===== config.mk =====
export PLATFORM = sky130hd
export DESIGN_NAME = comp_seq_ctrl
export DESIGN_NICKNAME = d
export VERILOG_FILES = /design/src/rtl/comp_seq_ctrl.sv
export SDC_FILE = /design/constraint.sdc
export NUM_CORES = 1
export LEC_CHECK = 0
export BUFFER_PORTS_ARGS = -buffer_cell sky130_fd_sc_hd__buf_2
export CAP_MARGIN = 0
export CORE_MARGIN = 2
export CORE_UTILIZATION = 57
export DETAILED_ROUTE_END_ITERATION = 10
export PLACE_DENSITY = 0.95
export SYNTH_ARGS = -nofsm -noshare
export SYNTH_HDL_FRONTEND = slang
export SYNTH_SLANG_ARGS = --single-unit
export TNS_END_PERCENT = 100

===== constraint.sdc =====
create_clock -name clk -period 5.3 [get_ports clk]
set_input_delay 0.53 -clock clk [delete_from_list [all_inputs] [get_ports clk]]
set_output_delay 0.53 -clock clk [all_outputs]
set_load 0.02 [all_outputs]

===== src/rtl/comp_seq_ctrl.sv =====
// Byte-serial sequencer driving a start/done XNOR comparator over a word pair.
// Optional: define COMP_SEQ_ERR_CNT_EN for a saturating mismatch-word counter.
module comp_seq_ctrl #(
  parameter int DATA_WIDTH     = 8,
  parameter int WORD_BYTES     = 4,
  parameter int TIMEOUT_CYCLES = 16
) (
  input  logic                             clk,
  input  logic                             rst_n,
  input  logic                             req_valid,
  output logic                             req_ready,
  input  logic [WORD_BYTES*DATA_WIDTH-1:0] word_a,
  input  logic [WORD_BYTES*DATA_WIDTH-1:0] word_b,
  output logic [DATA_WIDTH-1:0]            cmp_byte_a,
  output logic [DATA_WIDTH-1:0]            cmp_byte_b,
  output logic                             cmp_start,
  input  logic [DATA_WIDTH-1:0]            cmp_result,
  input  logic                             cmp_done,
  output logic                             rsp_valid,
  input  logic                             rsp_ready,
  output logic                             rsp_equal,
  output logic [WORD_BYTES-1:0]            rsp_mask,
  output logic [$clog2(WORD_BYTES)-1:0]    rsp_first_miss,
  output logic                             rsp_timeout,
  output logic [15:0]                      err_count
);

  localparam int IDX_W  = $clog2(WORD_BYTES);
  localparam int CNT_W  = $clog2(TIMEOUT_CYCLES + 1);
  localparam int WORD_W = WORD_BYTES * DATA_WIDTH;

  typedef enum logic [1:0] {
    IDLE,
    ISSUE,
    WAIT,
    RESP
  } state_t;

  state_t state, state_n;

  logic [WORD_W-1:0]     a_q, b_q;
  logic [IDX_W-1:0]      idx, idx_nx;
  logic [CNT_W-1:0]      cnt;
  logic [WORD_BYTES-1:0] mask;
  logic                  tout;
  logic                  last;
  logic                  expired;

  assign idx_nx  = idx + 1'b1;
  assign last    = (idx == IDX_W'(WORD_BYTES - 1));
  assign expired = (cnt == CNT_W'(TIMEOUT_CYCLES - 1));

  always_ff @(posedge clk or negedge rst_n) begin
    if (!rst_n) begin
      state <= IDLE;
    end else begin
      state <= state_n;
    end
  end

  always_comb begin
    state_n   = state;
    req_ready = 1'b0;
    cmp_start = 1'b0;
    rsp_valid = 1'b0;
    unique case (state)
      IDLE: begin
        req_ready = 1'b1;
        if (req_valid) state_n = ISSUE;
      end
      ISSUE: begin
        cmp_start = 1'b1;
        state_n   = WAIT;
      end
      WAIT: begin
        if (cmp_done) begin
          state_n = last ? RESP : ISSUE;
        end else if (expired) begin
          state_n = RESP;
        end
      end
      RESP: begin
        rsp_valid = 1'b1;
        if (rsp_ready) state_n = IDLE;
      end
      default: state_n = IDLE;
    endcase
  end

  // Byte lanes are loaded on every entry to ISSUE and held through WAIT.
  always_ff @(posedge clk or negedge rst_n) begin
    if (!rst_n) begin
      a_q        <= '0;
      b_q        <= '0;
      idx        <= '0;
      cnt        <= '0;
      mask       <= '0;
      tout       <= 1'b0;
      cmp_byte_a <= '0;
      cmp_byte_b <= '0;
    end else begin
      unique case (state)
        IDLE: begin
          if (req_valid) begin
            a_q        <= word_a;
            b_q        <= word_b;
            idx        <= '0;
            mask       <= '0;
            tout       <= 1'b0;
            cmp_byte_a <= word_a[DATA_WIDTH-1:0];
            cmp_byte_b <= word_b[DATA_WIDTH-1:0];
          end
        end
        ISSUE: begin
          cnt <= '0;
        end
        WAIT: begin
          if (cmp_done) begin
            mask[idx] <= &cmp_result;
            if (!last) begin
              idx        <= idx_nx;
              cmp_byte_a <= a_q[idx_nx*DATA_WIDTH +: DATA_WIDTH];
              cmp_byte_b <= b_q[idx_nx*DATA_WIDTH +: DATA_WIDTH];
            end
          end else if (expired) begin
            tout <= 1'b1;
          end else begin
            cnt <= cnt + 1'b1;
          end
        end
        default: ;
      endcase
    end
  end

  always_comb begin
    rsp_first_miss = '0;
    for (int k = WORD_BYTES - 1; k >= 0; k--) begin
      if (!mask[k]) rsp_first_miss = IDX_W'(k);
    end
  end

  assign rsp_mask    = mask;
  assign rsp_timeout = tout;
  assign rsp_equal   = (&mask) & ~tout;

`ifdef COMP_SEQ_ERR_CNT_EN
  logic [15:0] err_q;

  always_ff @(posedge clk or negedge rst_n) begin
    if (!rst_n) begin
      err_q <= '0;
    end else if (rsp_valid && rsp_ready && !rsp_equal
                 && err_q != 16'hFFFF) begin
      err_q <= err_q + 16'd1;
    end
  end

  assign err_count = err_q;
`else
  assign err_count = '0;
`endif

endmodule


==> flow_summary.ini <==
[finish]
regArea_sq_um = 2350
syn_to_final_growth_pct = 13.4
fillers = 577
drive_above_1_share_pct = 48.8
multi_input_area_sq_um = 2000
antenna_cells = 0
fin_util_pct = 67.1
nets = 537

[floorplanning]
design.core.area_sq_um = 7810
start_util_pct = 59.2
io_pins = 120
die_h_um = 94.0
row_count = 32
die_w_um = 94.0
die-area_sq_um = 8840

[cts]
cts_buffers = 9
clockRootBuffer = clkbuf_8
cts.sinks = 94
post-cts-setup-buffers = 0
clock_latency_ns = 0.36
cts_tree = yes
htreeDepth = 3
hold_buffers = 0
clk_pin_slew_ns = 0.09
cts_buffer_depth = 2
ctsResizeCount = 0

[global_route]
grt.busiest_layer = met2
grtUsageTotal_pct = 23.1
antenna_found_initial = 0
grt_pass1_wl_mm = 15.7
grt_max_degree = 95
overflow = 0
grt_pass1_vias = 3280
use_met2_pct = 37.9
met1_usage_pct = 30.9
grt_use_met3_pct = 3.45

[synth]
synth_most_common_cell = dfrtp_1
netlist.area_leader.share_pct = 50.9
netlist_instances = 365
yosysUniqueCellTypes = 40
synth_top_area_cell = dfrtp_1
synth_edf_count = 0
ys.flop_type = dfrtp_1
synth.area.top_cells = dfrtp_1, mux2_2, buf_4
ys_async_sr_fraction_pct = 100
synth_common_cells = dfrtp_1, mux2_2, a21oi_1
syn_avg_cell_area_sq_um = 12.7
ys_warn_count = 0
yosysSeqAreaShare_pct = 50.9
synth_seq_cells = 94
synth_area_sq_um = 4620

[routing]
wl_mm = 9.80
via_per_inst = 5.93
drt_iter0_drc = 335
avgRoutedWirePerCell_um = 17.5
drt_pass1_iterations = 5
vias = 3328
antenna_left = 0
drc_errors = 0

[power]
p_comb_share_pct = 42.7
power_frac_seq_pct = 42.7
sw_frac_of_total_pct = 37.2
p_per_area_nw_per_um2 = 577
p_leak_nw = 2.35
p_int_mw = 1.90
clkPwrFrac_pct = 14.6
worst_ir_drop_vdd_uv = 365
p_switching_mw = 1.12

[timing]
max_clock_freq_mhz = 359
timing.final.crit_share_pct = 52.5
grt_setup_unrepaired = no
whs_ns = 0.361
final.setup.tns_ns = 0
post-route-min-period_ns = 2.78
setup_violations = 0
maxSlewViolCount = 0
hold_viol = 0
relSlewSlack_pct = 23.9
worst_slew_pin_slew_ns = 1.14
finClkSkew_ns = 0.00786
setup_ws_ns = 2.52

[status]
outcome = complete, no violations

[setup_path]
cp_data_arrival_time_ns = 2.99
path_class = register to register
startpoint_type = register
end_kind = register
cp_data_required_time_ns = 5.51
crit_fanout = 21
reg2reg_from = state[1]
cp-startpoint = state[1]

[placed_design]
gp_congestion = 0.833
portBuffers = 103
dp_hpwl_mm = 6.86
pre_cts_ws_ns = 2.57

[worst_hold_path]
hp-start = rsp_ready
hp-class = input pin to register

[run]
drv_cap = 0
## power groups by stage
| stage | Clock [mW] | Sequential, mW | Combinational [mW] |
|---|---|---|---|
| after global routing | 0.480 | 1.33 | 1.40 |
| after global placement | 0 | 1.28 | 1.23 |
| final | 0.442 | 1.29 | 1.29 |
| after CTS | 0.452 | 1.29 | 1.29 |
| after detailed placement | 0 | 1.30 | 1.29 |
| after floorplan | 0 | 1.27 | 1.03 |
## area by class of cell
cell class              count  area share, %
clock buffers              10           2.63
clock inverters             6          0.860
inverters                  10          0.717
multi-input cells         234           38.3
flip-flops and latches     94           44.9
well taps                 102           2.44
repair buffers            105           10.2
## metal layers
layer / part of all wire (%) / vias to the layer above
li1: - / 1492
met1: 40 / 1642
met2: 51 / 177
met3: 7.9 / 17
met4: 1.8 / 0
met5: 0 / -
## sequential cells by signal (all words and copies together), names as in the netlist
register     cells
rsp_mask         4
state            2
cmp_byte_b       8
b_q             32
cnt              5
idx              2
cmp_byte_a       8
rsp_timeout      1
a_q             32
## metrics by stage
step / cells / power [mW] / area [sq um]
after floorplan: 380 / 2.30 / 4680
after global placement: 545 / 2.50 / 5050
after CTS: 561 / 3.03 / 5240
after detailed placement: 545 / 2.59 / 5050
final: 561 / 3.02 / 5240
after global routing: 561 / 3.21 / 5240
## critical path, cell delays in order, from the launching register on
cell	delay (ns)
dfrtp_1	0.80
nor4bb_4	1.03
or2_1	0.62
a31oi_1	0.17
## placed cells by master (no fill, tap or decap), types with 6 or more instances in the layout
master	netlist	final
conb_1	1	16
a222oi_1	14	14
inv_1	10	10
mux2_2	93	93
a21oi_1	23	23
buf_2	11	102
o21ai_0	6	6
dfrtp_1	94	94
nand2_1	12	12
clkbuf_8	0	10
nor3_1	17	17
ha_1	6	6
## cell families (layout without fill, tap and decap cells)
logic type                 Yosys count  count (layout)  share of synthesized area (%)
AOI/OAI and AO/OA                   59              59                           9.05
other                                1              16                         0.0812
muxes                               95              95                           23.6
buffers and inverters               52             131                           7.37
adders and majority gates            6               6                           1.63
DFF                                 94              94                           50.9
and+or+nand+nor                     58              58                           7.31
## worst paths after layout
kind                       cells past startpoint            end  slack (ns)
hold reg to reg                                1        b_q[20]        0.51
setup reg to reg                               3  cmp_byte_a[7]        2.52
min in group asynchronous                      1         cnt[0]        0.37
setup / recovery                               3  cmp_byte_a[7]        2.52
max in group asynchronous                      1  cmp_byte_a[5]        4.19
hold / removal                                 2       state[1]        0.36
No activity file was read; power rests on OpenSTA's default activity.
